[config.mk]
export PLATFORM = sky130hd
export DESIGN_NAME = mul_share_arbiter
export DESIGN_NICKNAME = d
export VERILOG_FILES = /design/src/rtl/mul_share_arbiter_pkg.sv /design/src/rtl/rr_arbiter2.sv /design/src/rtl/mul_share_arbiter.sv
export SDC_FILE = /design/constraint.sdc
export NUM_CORES = 1
export LEC_CHECK = 0
export CAP_MARGIN = 30
export CORE_MARGIN = 10
export CORE_UTILIZATION = 50
export CTS_CLUSTER_DIAMETER = 120
export CTS_CLUSTER_SIZE = 12
export DETAILED_ROUTE_END_ITERATION = 7
export PLACE_DENSITY = 0.82
export SLEW_MARGIN = 20
export SYNTH_ARGS = -nofsm -noshare
export SYNTH_HDL_FRONTEND = slang
export SYNTH_SLANG_ARGS = --single-unit
[constraint.sdc]
create_clock -name clk -period 7.2 [get_ports clk]
set_input_delay 0.72 -clock clk [delete_from_list [all_inputs] [get_ports clk]]
set_output_delay 0.72 -clock clk [all_outputs]
set_load 0.01 [all_outputs]
[src/rtl/mul_share_arbiter_pkg.sv]
// Shared types and defaults for the two-slot shared multiplier.
// The arbiter FSM and the bench both import this package.
package mul_share_arbiter_pkg;

    typedef enum logic [1:0] {
        IDLE   = 2'd0,
        BUSY   = 2'd1,
        DONE   = 2'd2,
        HALTED = 2'd3
    } state_t;

    localparam int MUL_LAT_DEF = 3;
    localparam int TAG_W_DEF   = 5;
    localparam int CNT_W       = 4;

endpackage

[src/rtl/rr_arbiter2.sv]
// Two-way round-robin arbiter. Grants are combinational and gated by en.
// The pointer moves to the non-granted slot whenever a grant is taken.
module rr_arbiter2 (
    input  logic clk,
    input  logic rst,
    input  logic en,
    input  logic req0,
    input  logic req1,
    output logic gnt0,
    output logic gnt1,
    output logic ptr
);

    // ptr==0 prefers slot 0 when both request; ptr==1 prefers slot 1
    assign gnt0 = en && req0 && (!req1 || !ptr);
    assign gnt1 = en && req1 && (!req0 ||  ptr);

    always_ff @(posedge clk) begin
        if (rst) begin
            ptr <= 1'b0;
        end else if (gnt0) begin
            ptr <= 1'b1;
        end else if (gnt1) begin
            ptr <= 1'b0;
        end
    end

endmodule

[src/rtl/mul_share_arbiter.sv]
// Shares one fixed-latency multiplier between two issue slots.
// One op in flight at a time; a decoded HLT drains the in-flight op, then parks.
module mul_share_arbiter
    import mul_share_arbiter_pkg::*;
#(
    parameter int MUL_LAT = MUL_LAT_DEF,
    parameter int TAG_W   = TAG_W_DEF
) (
    input  logic             clk,
    input  logic             rst,
    input  logic             req0_valid,
    input  logic [31:0]      req0_a,
    input  logic [31:0]      req0_b,
    input  logic [TAG_W-1:0] req0_tag,
    output logic             req0_ready,
    input  logic             req1_valid,
    input  logic [31:0]      req1_a,
    input  logic [31:0]      req1_b,
    input  logic [TAG_W-1:0] req1_tag,
    output logic             req1_ready,
    input  logic             hlt,
    output logic             resp_valid,
    output logic             resp_slot,
    output logic [TAG_W-1:0] resp_tag,
    output logic [31:0]      resp_data,
    output logic             busy,
    output logic             halted
);

    state_t             state, state_nxt;
    logic [CNT_W-1:0]   cnt, cnt_nxt;
    logic               halt_pend;
    logic               accept_en;
    logic               gnt0, gnt1, accept;
    logic               rr_ptr;
    logic [31:0]        op_a, op_b;
    logic [TAG_W-1:0]   op_tag;
    logic               op_slot;
    logic [31:0]        prod;

    // A halt seen this cycle already blocks acceptance, as does reset
    assign accept_en = (state == IDLE) && !hlt && !halt_pend && !rst;

    rr_arbiter2 u_arb (
        .clk  (clk),
        .rst  (rst),
        .en   (accept_en),
        .req0 (req0_valid),
        .req1 (req1_valid),
        .gnt0 (gnt0),
        .gnt1 (gnt1),
        .ptr  (rr_ptr)
    );

    assign req0_ready = gnt0;
    assign req1_ready = gnt1;
    assign accept     = gnt0 || gnt1;

    // Low 32 bits of the product are identical for signed and unsigned operands
    assign prod = op_a * op_b;

    always_comb begin
        state_nxt = state;
        cnt_nxt   = cnt;
        unique case (state)
            IDLE: begin
                if (hlt || halt_pend) begin
                    state_nxt = HALTED;
                end else if (accept) begin
                    state_nxt = BUSY;
                    cnt_nxt   = CNT_W'(MUL_LAT - 2);
                end
            end
            BUSY: begin
                if (cnt == '0) begin
                    state_nxt = DONE;
                end else begin
                    cnt_nxt = cnt - 1'b1;
                end
            end
            DONE: begin
                state_nxt = (hlt || halt_pend) ? HALTED : IDLE;
            end
            HALTED: begin
                state_nxt = HALTED;
            end
            default: begin
                state_nxt = IDLE;
            end
        endcase
    end

    always_ff @(posedge clk) begin
        if (rst) begin
            state      <= IDLE;
            cnt        <= '0;
            halt_pend  <= 1'b0;
            op_a       <= '0;
            op_b       <= '0;
            op_tag     <= '0;
            op_slot    <= 1'b0;
            resp_valid <= 1'b0;
            resp_slot  <= 1'b0;
            resp_tag   <= '0;
            resp_data  <= '0;
        end else begin
            state <= state_nxt;
            cnt   <= cnt_nxt;
            if (hlt) begin
                halt_pend <= 1'b1;
            end
            if (accept) begin
                op_slot <= gnt1;
                op_a    <= gnt1 ? req1_a   : req0_a;
                op_b    <= gnt1 ? req1_b   : req0_b;
                op_tag  <= gnt1 ? req1_tag : req0_tag;
            end
            // Response fields only change when a result is published, so they hold otherwise
            resp_valid <= (state == BUSY) && (state_nxt == DONE);
            if ((state == BUSY) && (state_nxt == DONE)) begin
                resp_slot <= op_slot;
                resp_tag  <= op_tag;
                resp_data <= prod;
            end
        end
    end

    assign busy   = (state != IDLE);
    assign halted = (state == HALTED);

endmodule

# After elaboration in Yosys (flattened, before gate mapping)
# Cells that the tools add are included.
dict set report totals {
  mem_bits_ro 0
  ramBits 0
  output_inout_bits 43
  n_memories 0
  register_bits 117
  latch_bits 0
}
dict set report op_classes {
  mul 1
  n_reduce_logical 24
  eq_ne 7
  div_mod_pow 0
  shifts 0
  addsub 1
  n_lt_le_gt_ge 0
  bitwise 0
  mux 14
}
# op count
set op_table {}
lappend op_table {{32-bit 2-to-1 mux} 2}
lappend op_table {{32-bit by 32-bit multiplier with 32-bit output} 1}
lappend op_table {{4-bit 2-to-1 mux} 3}
lappend op_table {{1-bit logical AND} 8}
lappend op_table {{2-bit 2-to-1 mux} 4}
lappend op_table {{2-bit one-hot mux with 4 select lines} 1}
lappend op_table {{4-bit one-hot mux with 2 select lines} 1}
lappend op_table {{2-bit == test, second input constant} 3}
lappend op_table {{1-bit logical NOT} 6}
lappend op_table {{2-bit != test, second input constant} 3}
lappend op_table {{2-bit nonzero test} 3}
lappend op_table {{5-bit 2-to-1 mux} 1}
lappend op_table {{4-bit logical NOT} 1}
lappend op_table {{1-bit logical OR} 4}
lappend op_table {{4-bit AND reduction} 1}
lappend op_table {{4-bit by 1-bit subtractor with 4-bit output, second input constant} 1}
lappend op_table {{2-bit by 1-bit == test with 1-bit output, second input constant} 1}
lappend op_table {{2-bit logical NOT} 1}
lappend op_table {{1-bit 2-to-1 mux} 2}

# Longest topological paths before layout
# Gate-level depths: netlist of the first run.
dict set report logic_depth {
  depth_word 12
  ltp_mapped 26
  mapped_depth_nobuf 24
}

# Modules after synthesis
# From an unflattened synthesis of the first run, not the netlist that was laid out.
dict set report unflattened {
  hier_cells 2322
  area_unflattened_um2 20598.5
}
# module instances seq_area_each_um2 area_each_um2 cells_each
set by_module_without_submodules {}
lappend by_module_without_submodules {mul_share_arbiter 1 2322.2 20543.5 2314}
lappend by_module_without_submodules {rr_arbiter2 1 20.0 55.1 8}

# Worst setup path after synthesis of the first run
# No wires, ideal clock.
dict set report synth_path {
  path_type {register -> register}
  start {register op_a[13]}
  end {register resp_data[31]}
  path_stages_with_launch 25
  path_slack_ns 0.503
  required_ns 7.083
  synth_period_minus_slack_ns 6.697
  n_path_buf 2
  arrival_ns 6.580
  path_cell_list {dfxtp_1 > clkbuf_1 > clkbuf_1 > and2_1 > fa_1 > fa_1 > fa_1 > inv_1 > fa_1 > inv_1 > fa_1 > inv_1 > fa_1 > inv_1 > fa_1 > fa_1 > ha_1 > nand3_1 > nor3_1 > nor2_1 > a2111oi_2 > nor4_1 > o21bai_1 > xnor2_1 > a22o_1}
}
dict set report synth_via {
  elab_chain_len 1
}
# item line_no
set synth_rtl {}
lappend synth_rtl {{from (decl)} mul_share_arbiter.sv:36} ;# logic [31:0] op_a, op_b;
lappend synth_rtl {{from (signal assigned)} mul_share_arbiter.sv:114} ;# op_a <= gnt1 ? req1_a : req0_a;
lappend synth_rtl {{32-bit by 32-bit multiplier with 32-bit output} mul_share_arbiter.sv:60} ;# assign prod = op_a * op_b;
lappend synth_rtl {{to (signal assigned)} mul_share_arbiter.sv:123} ;# resp_data <= prod;
lappend synth_rtl {{to (decl)} mul_share_arbiter.sv:25} ;# output logic [31:0] resp_data,
# Every way passes these cells.
# A chain may end at the register's enable or synchronous reset.

# Final worst setup path of the first run
dict set report layout_path {
  start {register op_a[3]}
  end {register resp_data[31]}
}
# Same word-level chain as after synthesis.

==> flow_results.org, run 1 <==
** Outcome
- The flow ran to the end, and the final reports show no timing, DRC or antenna violations.

** Logic synthesis
- After synthesis, the largest area contributor takes up between 30% and 40% of total cell area.
- By area the synthesized netlist is led by sky130_fd_sc_hd__fa_1, sky130_fd_sc_hd__dfxtp_1, sky130_fd_sc_hd__and2_1, sky130_fd_sc_hd__ha_1, sky130_fd_sc_hd__inv_1.
- By area, the combinational part of the netlist is dominated by adder cells.
- Cell type with the highest aggregate area in the netlist :: sky130_fd_sc_hd__fa_1
- Xor/xnor share of the synthesized area :: between 3 and 4%
- Of the total synthesized cell area, the portion taken by full adders, half adders and majority gates is between 40% and 50%.
- Most frequent cell after synthesis :: sky130_fd_sc_hd__fa_1
- Most common flop cell mapped by yosys :: sky130_fd_sc_hd__dfxtp_1
- The synthesized netlist devotes between 6 and 7% of its cell area to compound gates.
- The mapped netlist covers between 20000 and 25000 um^2.
- In this run, synthesis inferred 0 flip-flops with an integrated enable.
- After synthesis, the share of cell area in mux cells is approximately 3.4%.
- Async set-or-reset flop fraction in the synthesized netlist :: 0%
- For this run, the register share of the synthesized area comes to a little under an eighth.
- Number of warning messages in the yosys log :: 0
- Mean cell area of the mapped netlist :: slightly above 9 um^2
- In this run, synthesis produced a sequential element count of 117.
- Counting instances in the post-synthesis netlist gives the leading cell types as sky130_fd_sc_hd__fa_1, sky130_fd_sc_hd__inv_1, sky130_fd_sc_hd__and2_1, sky130_fd_sc_hd__nand2_1, sky130_fd_sc_hd__ha_1.
- Synthesis produced around 2.2k cells.
- Net Count, Synth :: 2912
- Post-synthesis simple-gate area fraction :: between 10% and 20%
- Count of distinct cell types in the synthesized netlist :: 60

** STA
- At the pin with the least slew margin, the transition time is approximately 0.95 ns.
- Time the worst path needs with I/O delays and setup :: ~7.0 ns
- Maximum clock frequency :: between 100 and 150 MHz
- After layout, the worst path uses a little over nine tenths of the clock period.
- Normalized max-slew margin :: a little over a third
- Final setup violation count :: 0
- After routing, the total negative slack on setup checks comes to 0 ns.
- Number of hold violations in the final report :: 0
- Clock tree skew after final layout :: between 0.01 and 0.015 ns
- RSZ-0062 raised after global routing :: no
- Hold timing on the final database bottoms out at a slack of roughly 0.45 ns.
- The worst path meets setup with between 0.2 and 0.25 ns of slack.
- The final-report max-slew violation count was 0.

** Finish
- From synthesis to final layout, the design area changed by 15.22%.
- Total inserted antenna cells :: 0
- Post-route cell area :: approximately 24000 um^2
- For this run, the number of standard cells in the final layout without fillers is around 2.9k.
- Fin util :: between 50% and 60%
- Final net count :: 3047
- Share of cells above drive strength 1 :: between 6 and 7%

** Placed design
- Dpl cells :: around 2.9k
- Detailed placement ended at an HPWL of around 48000 um.
- Number of port buffers :: approximately 190
- RD Place Congestion :: 0.9483
- Summing all placed instances gives a cell area of ~23000 um^2.
- Setup Slack @ Placement :: 0.1029 ns

** Clock tree
- CTS saw 117 sinks.
- CTS tree :: yes
- Post-CTS Setup Bufs :: 0
- The cell sitting at the root of the clock tree is a sky130_fd_sc_hd__clkbuf_16.
- Clock transition at the registers of the reported paths :: roughly 0.070 ns
- The clock reaches the later pin of the worst-skew pair after between 0.4 and 0.5 ns.
- In this run the deepest clock path goes through 2 buffers.
- TritonCTS created 17 clock buffers.
- Max H-tree Level :: 4

** Routing
- In this run, the number of DRC markers left after iteration 0 of detailed routing was approximately 1.2k.
- Number of detailed-route iterations in the first pass :: 7
- The routed design has 57620 um of wire.
- In this run the remaining antenna-violating nets after routing total 0.
- Detailed-route DRC error count :: 0
- Routed wire length per instance :: 19.76 um
- DR vias/cell :: about 5.4
- Summing over every cut layer, the via total after detailed routing is about 16k.

** Global route
- The first global-routing pass estimated 92420 um of wire.
- Gr usage total :: a little under a quarter
- Vias in the first global route :: about 17k
- The initial antenna violation count is 0.
- Global routing finished with a remaining overflow of 0.
- Maximum number of pins on one net before global-route repair :: about 100

** Setup path
- Data required, critical path :: ~7.5 ns
- The worst setup path is launched from a flip-flop.
- Startpoint of the lowest-slack register-to-register path :: op_a[3]
- Capture instance of the worst register-to-register path :: resp_data[31]
- Maximum fanout along the worst path :: 16
- CP delay by family, top :: adder cells
- In this design, the critical path's most frequently occurring cell is sky130_fd_sc_hd__fa_1.
- Standard cell with the maximum stage delay on the critical path :: sky130_fd_sc_hd__dfxtp_1
- Setup CP Type :: reg2reg
- Register-to-Register Setup Slack :: ~0.24 ns
- The number of buffers and inverters on the critical path is 5.
- Critical-path cell list :: buf_4 > and2_1 > fa_1 > fa_1 > ha_1 > inv_1 > fa_1 > inv_1 > ha_1 > ha_1 > fa_1 > fa_1 > ha_1 > nand2_1 > nor3_2 > buf_4 > a211oi_2 > buf_4 > a2111oi_2 > nor4_1 > o21bai_1 > xnor2_1 > a22o_1
- Worst EP arrival :: between 7 and 8 ns
- STA classifies the critical path endpoint as a flip-flop.
- For the worst flop-to-flop path, the logic depth is 23.
- The largest single stage delay on the critical path is 0.92 ns.

** Die
- Measured along the y axis, the die boundary spans 222.6 um.
- Core area :: 40740 um^2
- The die covers 49540 um^2.
- In this run the horizontal extent of the chip is roughly 220 um.
- Initial core utilization :: between 50% and 60%
- In this run the core area contains 74 standard-cell rows.
- Total I/O pin count :: 186

** Pwr
- Summed over all cells, the static leakage comes to approximately 11 nW.
- Pwr Density :: a little over 80 nW/um^2
- Across the VDD grid, the largest voltage drop is approximately 0.11 mV.
- The completed layout was analyzed and its total power is 1.927 mW.

** Hold path
- The startpoint identified for the worst hold timing path is resp_data[9].
- Worst min-delay path class :: reg2reg
- The worst hold path terminates at resp_data[9].
- Worst Hold Path Cells :: 2

** Flow run
- Max-cap violations in this run came to 0.
-- cells by family (layout without fill, tap and decap cells) --
kind of cell               after synthesis  count (layout)
DFF                                    117             117
adders and majority gates              533             533
buffers and inverters                  520             668
xor gates and xnor gates                84              84
AOI/OAI and AO/OA                      185             185
muxes                                   70              70
and+or+nand+nor                        727             727
-- area by class of cell --
cell class                 count  area, um^2
clock buffer                  18       439.2
timing repair buffer         251        2395
sequential                   117        2372
fill                        3376       17090
inverter                     385        1446
clock inverter                14       130.1
multi-input combinational   1599       16200
tap                          532       665.6
-- where the power goes --
part | internal, mW | total (mW) | switching (mW)
logic | 0.173 | 0.349 | 0.176
registers | 0.673 | 0.736 | 0.0635
clock network | 0.464 | 0.842 | 0.378
-- worst max-delay path by stage --
stage                               end  cells after the start     start  slack, ns
after CTS                 resp_data[31]                     21   op_b[7]       0.12
after global routing      resp_data[31]                     20  op_a[18]       0.01
after floorplan           resp_data[31]                     24  op_a[13]       0.50
after global placement    resp_data[31]                     22   op_b[7]       0.19
final                     resp_data[31]                     23   op_a[3]       0.24
after detailed placement  resp_data[31]                     22   op_b[7]       0.10
-- metal layers --
layer / track usage (%) / wire length (um) / vias up
met5: 0 / 0 / -
met4: 8.435 / 2267 / 0
met3: 5.461 / 4931 / 121
met2: 38.14 / 27200 / 682
met1: 29.15 / 23220 / 7975
li1: - / - / 7061
-- flip-flops by register name (all words and copies together), names as in the netlist --
name	flops
resp_valid	1
u_arb.ptr	1
resp_tag	5
op_b	32
resp_data	32
cnt	4
resp_slot	1
state	2
op_slot	1
halt_pend	1
op_a	32
op_tag	5
-- cells in the final DEF, fill, tap and decap left out, types with 3 or more instances in the layout --
cell type,synthesis,layout
sky130_fd_sc_hd__clkdlybuf4s50_1,0,184
sky130_fd_sc_hd__buf_12,0,4
sky130_fd_sc_hd__a21oi_1,46,46
sky130_fd_sc_hd__o21ai_1,3,4
sky130_fd_sc_hd__clkinv_4,0,3
sky130_fd_sc_hd__ha_1,125,125
sky130_fd_sc_hd__buf_4,9,63
sky130_fd_sc_hd__nor4_1,4,4
sky130_fd_sc_hd__inv_8,0,4
sky130_fd_sc_hd__a211oi_1,75,75
sky130_fd_sc_hd__a22o_1,7,7
sky130_fd_sc_hd__o21ai_0,11,10
sky130_fd_sc_hd__dfxtp_1,117,93
sky130_fd_sc_hd__a21o_1,7,7
sky130_fd_sc_hd__o21a_1,6,6
sky130_fd_sc_hd__inv_6,0,5
sky130_fd_sc_hd__inv_1,384,383
sky130_fd_sc_hd__nor2_1,93,93
sky130_fd_sc_hd__o21bai_1,8,8
sky130_fd_sc_hd__fa_1,408,408
sky130_fd_sc_hd__nand2_1,255,255
sky130_fd_sc_hd__mux2i_1,69,69
sky130_fd_sc_hd__clkbuf_16,0,17
sky130_fd_sc_hd__dfxtp_2,0,24
sky130_fd_sc_hd__nor3_1,12,12
sky130_fd_sc_hd__and2_1,337,337
sky130_fd_sc_hd__nand4_1,3,3
sky130_fd_sc_hd__xnor2_1,66,66
sky130_fd_sc_hd__nand3_1,8,7
sky130_fd_sc_hd__xor2_1,16,16
-- worst register-to-register path, cell delays in order, from the launching register on --
cell and delay, ns:
sky130_fd_sc_hd__dfxtp_1 0.92, sky130_fd_sc_hd__buf_4 0.31, sky130_fd_sc_hd__and2_1 0.17, sky130_fd_sc_hd__fa_1 0.44, sky130_fd_sc_hd__fa_1 0.47, sky130_fd_sc_hd__ha_1 0.29, sky130_fd_sc_hd__inv_1 0.04, sky130_fd_sc_hd__fa_1 0.47
sky130_fd_sc_hd__inv_1 0.04, sky130_fd_sc_hd__ha_1 0.27, sky130_fd_sc_hd__ha_1 0.29, sky130_fd_sc_hd__fa_1 0.51, sky130_fd_sc_hd__fa_1 0.42, sky130_fd_sc_hd__ha_1 0.40, sky130_fd_sc_hd__nand2_1 0.09, sky130_fd_sc_hd__nor3_2 0.21
sky130_fd_sc_hd__buf_4 0.17, sky130_fd_sc_hd__a211oi_2 0.07, sky130_fd_sc_hd__buf_4 0.18, sky130_fd_sc_hd__a2111oi_2 0.40, sky130_fd_sc_hd__nor4_1 0.11, sky130_fd_sc_hd__o21bai_1 0.26, sky130_fd_sc_hd__xnor2_1 0.11, sky130_fd_sc_hd__a22o_1 0.20
-- timing repair --
action                     4_1_cts  5_1_grt
hold buffers                     0        0
setup endpoints to repair        0        8
resized for setup                0       25
Power figures use the tool's default switching activity.
==> inputs of run 2 (changes only) <==
--- a/config.mk
+++ b/config.mk
@@ -6,12 +6,15 @@
 export NUM_CORES = 1
 export LEC_CHECK = 0
 export CAP_MARGIN = 30
+export CELL_PAD_IN_SITES_DETAIL_PLACEMENT = 1
+export CELL_PAD_IN_SITES_GLOBAL_PLACEMENT = 1
 export CORE_MARGIN = 10
-export CORE_UTILIZATION = 50
+export CORE_UTILIZATION = 42
 export CTS_CLUSTER_DIAMETER = 120
 export CTS_CLUSTER_SIZE = 12
 export DETAILED_ROUTE_END_ITERATION = 7
-export PLACE_DENSITY = 0.82
+export PLACE_DENSITY = 0.87
+export RECOVER_POWER = 100
 export SLEW_MARGIN = 20
 export SYNTH_ARGS = -nofsm -noshare
 export SYNTH_HDL_FRONTEND = slang
==> run 2 against run 1 <==
The flow now finishes with violations (capacitance limit, slew limit); largest power group unchanged; clock power up 13%; critical path type unchanged; hold slack better by 0.0077 ns; die area up 17%.
==> flow_results.org, run 2 (same netlist as run 1, synthesis figures left out) <==
** Global route
- The overall overflow remaining after global route was 0 (unchanged).
- The largest net degree at the start of global routing was 103 (+0.98%).
- Gr usage total :: 26.54% (+3.4 points)
- The first-pass GRT wire length was 116800 um (+26%).
- The initial antenna violation count came to 1 (+1).
- Vias in the first global route :: 19.89k (+14%)

** STA
- Number of hold violations in the final report :: 0 (unchanged)
- The pin slew with the least headroom to its limit is 2.951 ns (+1.996 ns).
- Clock tree skew after final layout :: 0.007870 ns (-0.005163 ns)
- The minimum clock period was 7.163 ns (+0.2046 ns).
- Worst Hold Slack :: 0.4569 ns (+0.007704 ns)
- The setup-violating endpoint count in the final report is 0 (unchanged).
- The relative slew slack came to -96.71% (-130 points).
- Number of max-slew violations in the final report :: 146 (+146)
- The highest clock rate was 139.6 MHz (-2.9%).
- The final worst-path cycle share came to 99.49% (+2.8 points).

** Finish
- Most frequent cells in the layout :: sky130_fd_sc_hd__fa_1, sky130_fd_sc_hd__inv_1, sky130_fd_sc_hd__and2_1, sky130_fd_sc_hd__nand2_1, sky130_fd_sc_hd__clkdlybuf4s50_1
- Share of cells above drive strength 1 :: 6.339% (+0.22 points)
- Leaving out fill and tap cells, the most frequent cell in the layout is sky130_fd_sc_hd__fa_1.
- In the final layout, the registers with the most flip-flops are op_a (32), op_b (32), resp_data (32).
- Post-route cell area :: 23840 um^2 (+0.80%)
- Layout overhead on the synthesized area :: 16.15%
- The diode insertion count for antenna repair was 0 (unchanged).
- The final net count was 3045 (-0.066%).
- Non-Filler Instances :: 2997 (+2.8%)

** Pwr
- The maximum vdd ir drop is 0.1740 mV (+53%).
- Overall power consumption :: 2.062 mW (+7.0%)
- Pwr Density :: 86.52 nW/um^2 (+6.2%)
- Clock network fraction of design power :: 46.0% (+2.3 points)
- Combinational cell fraction of total power :: 18.1% (about the same)
- The leakage component of the power came to 10.86 nW (+1.2%).
- Proportion of power drawn by flip-flops and latches :: 35.9% (-2.3 points)
- Sw power :: 652.0 uW (+5.7%)
- Design internal power :: 1.410 mW (+7.6%)
- The switching part of the total was 31.62% (-0.40 points).

** Routing
- The total number of vias came to 17.03k (+7.5%).
- The violation count after the first detailed-routing iteration is 1404 (+19%).
- DR vias/cell :: 5.681 (+4.6%)
- Number of detailed-route iterations in the first pass :: 5 (-2)
- Detailed-route DRC error count :: 0 (unchanged)
- The remaining number of nets flagged by the antenna check after routing was 0 (unchanged).
- Routed WL :: 77300 um (+34%)
- Routed wire length per instance :: 25.79 um (+31%)

** Clock tree
- TritonCTS built the clock tree.
- Post-CTS Setup Bufs :: 0 (unchanged)
- In this run the clock root is driven by a sky130_fd_sc_hd__clkbuf_16.
- The number of buffers inserted during clock tree synthesis was 17 (unchanged).
- Longest Clk Path Bufs :: 2 (unchanged)
- Clock latency at the later pin of the worst-skew pair :: 0.46 ns (+0.02 ns)
- The clock transition at the registers of the reported paths came to 0.06 ns (about the same).
- The maximum level of the CTS H-tree came to 4 (unchanged).
- The sink count of the clock tree is 117 (unchanged).
- Count of hold-fix buffers inserted at cts :: 0 (unchanged)

** Placed design
- Number of port buffers :: 185 (unchanged)
- The global placer's final weighted congestion came to 0.9464 (-0.20%).
- The total placed cells including tap cells came to 2963 (+2.7%).
- The HPWL after detailed placement is 57430 um (+21%).
- The instance area at placement came to 23120 um^2 (+0.32%).

** Setup path
- The maximum fanout along the worst path is 10 (-6).
- STA classifies the critical path startpoint as a flip-flop.
- The critical path in this run is classified as reg2reg.
- In this run the critical register-to-register path is launched from op_a[8].
- Depth of the most critical reg-to-reg path :: 21 (-8.7%)
- Type of destination of the critical path :: flip-flop
- Capture instance of the worst register-to-register path :: resp_data[31]
- Data required, critical path :: 7.55 ns (about the same)
- Register-to-Register Setup Slack :: 0.04 ns (-0.20 ns)
- Worst EP arrival :: 7.52 ns (+0.23 ns)

** Die
- The top-level port count was 186 (unchanged).
- The initial standard-cell utilization of the core is 42.71% (-7.7 points).
- The site row count is 80 (+8.1%).
- The core region area is 48050 um^2 (+18%).
- Floorplan die height :: 241.0 um (+8.3%)
- DIE WIDTH :: 241.0 um (+8.3%)
- The total die area was 58100 um^2 (+17%).

** Hold path
- Worst Hold Path Cells :: 2 (unchanged)
- Worst min-delay path class :: reg2reg
- The startpoint identified for the worst hold timing path is resp_data[6].
- For hold timing, the worst endpoint is resp_data[6].

** Outcome
- Run status :: complete, but fails checks
- Violations in the final reports :: capacitance limit, slew limit

** Flow run
- Count of max-cap constraint violations :: 3 (+3)
-- run 2: worst max path at each step --
stage                   from       endpoint  slack [ns]  cells after the start
detailed placement  op_a[12]  resp_data[28]       -0.09                     21
floorplan           op_a[13]  resp_data[31]        0.50                     24
global route         op_b[4]  resp_data[30]       -0.07                     21
finish               op_a[8]  resp_data[31]        0.04                     21
global placement    op_a[11]  resp_data[28]        0.08                     21
CTS                  op_b[8]  resp_data[28]        0.03                     22
-- run 2: critical path, cell delays in order, from the launching register on --
cell,delay [ns]
sky130_fd_sc_hd__dfxtp_2,0.58
sky130_fd_sc_hd__buf_4,0.27
sky130_fd_sc_hd__and2_1,0.19
sky130_fd_sc_hd__fa_1,0.45
sky130_fd_sc_hd__inv_1,0.09
sky130_fd_sc_hd__fa_1,0.44
sky130_fd_sc_hd__fa_1,0.56
sky130_fd_sc_hd__inv_1,0.10
sky130_fd_sc_hd__fa_1,0.60
sky130_fd_sc_hd__inv_1,0.07
sky130_fd_sc_hd__fa_1,0.51
sky130_fd_sc_hd__fa_1,0.46
sky130_fd_sc_hd__fa_1,0.44
sky130_fd_sc_hd__fa_1,0.46
sky130_fd_sc_hd__xnor2_1,0.26
sky130_fd_sc_hd__xnor2_1,0.18
sky130_fd_sc_hd__xnor2_1,0.17
sky130_fd_sc_hd__xnor2_1,0.18
sky130_fd_sc_hd__xnor2_1,0.18
sky130_fd_sc_hd__xnor3_1,0.47
sky130_fd_sc_hd__xnor2_1,0.17
sky130_fd_sc_hd__a22o_1,0.20
-- run 2: power by group through the flow --
stage / clock, mW / sequential [mW] / combinational (mW)
2_1_floorplan: 0 / 0.704 / 0.189
4_1_cts: 0.944 / 0.736 / 0.371
6_report: 0.949 / 0.740 / 0.374
3_5_place_dp: 0 / 0.748 / 0.361
5_1_grt: 0.980 / 0.741 / 0.397
3_3_place_gp: 0 / 0.744 / 0.346
-- run 2: timing repair --
action,in CTS,in global routing
resized for setup,16,39
pin swaps,0,1
endpoints found under the setup margin,7,7
-- run 2: routing by layer --
layer | share of wire, % | vias up | track usage [%]
met3 | 7.6 | 292 | 5.338
met2 | 49 | 880 | 45.14
li1 | - | 7049 | -
met4 | 6.6 | 2 | 16.80
met5 | 0.021 | - | 0
met1 | 37 | 8803 | 30.14
-- run 2: metrics by stage --
| stage | TNS [ns] | worst slack [ns] | utilization (%) |
|---|---|---|---|
| 3_3_place_gp | 0 | 0.08424 | 48.12 |
| 4_1_cts | 0 | 0.03448 | 49.46 |
| 5_1_grt | -0.07609 | -0.06577 | 49.61 |
| 2_1_floorplan | 0 | 0.5031 | - |
| 6_report | 0 | 0.03700 | 49.61 |
| 3_5_place_dp | -0.1457 | -0.09473 | 48.12 |
-- run 2: cell type report --
type / count / area [um^2]
clock buffer: 19 / 452.9
clock inverter: 13 / 170.2
fill: 5471 / 24210
inverter: 385 / 1446
multi-input combinational: 1599 / 16210
sequential: 117 / 2414
tap: 615 / 769.5
timing repair buffer: 249 / 2375
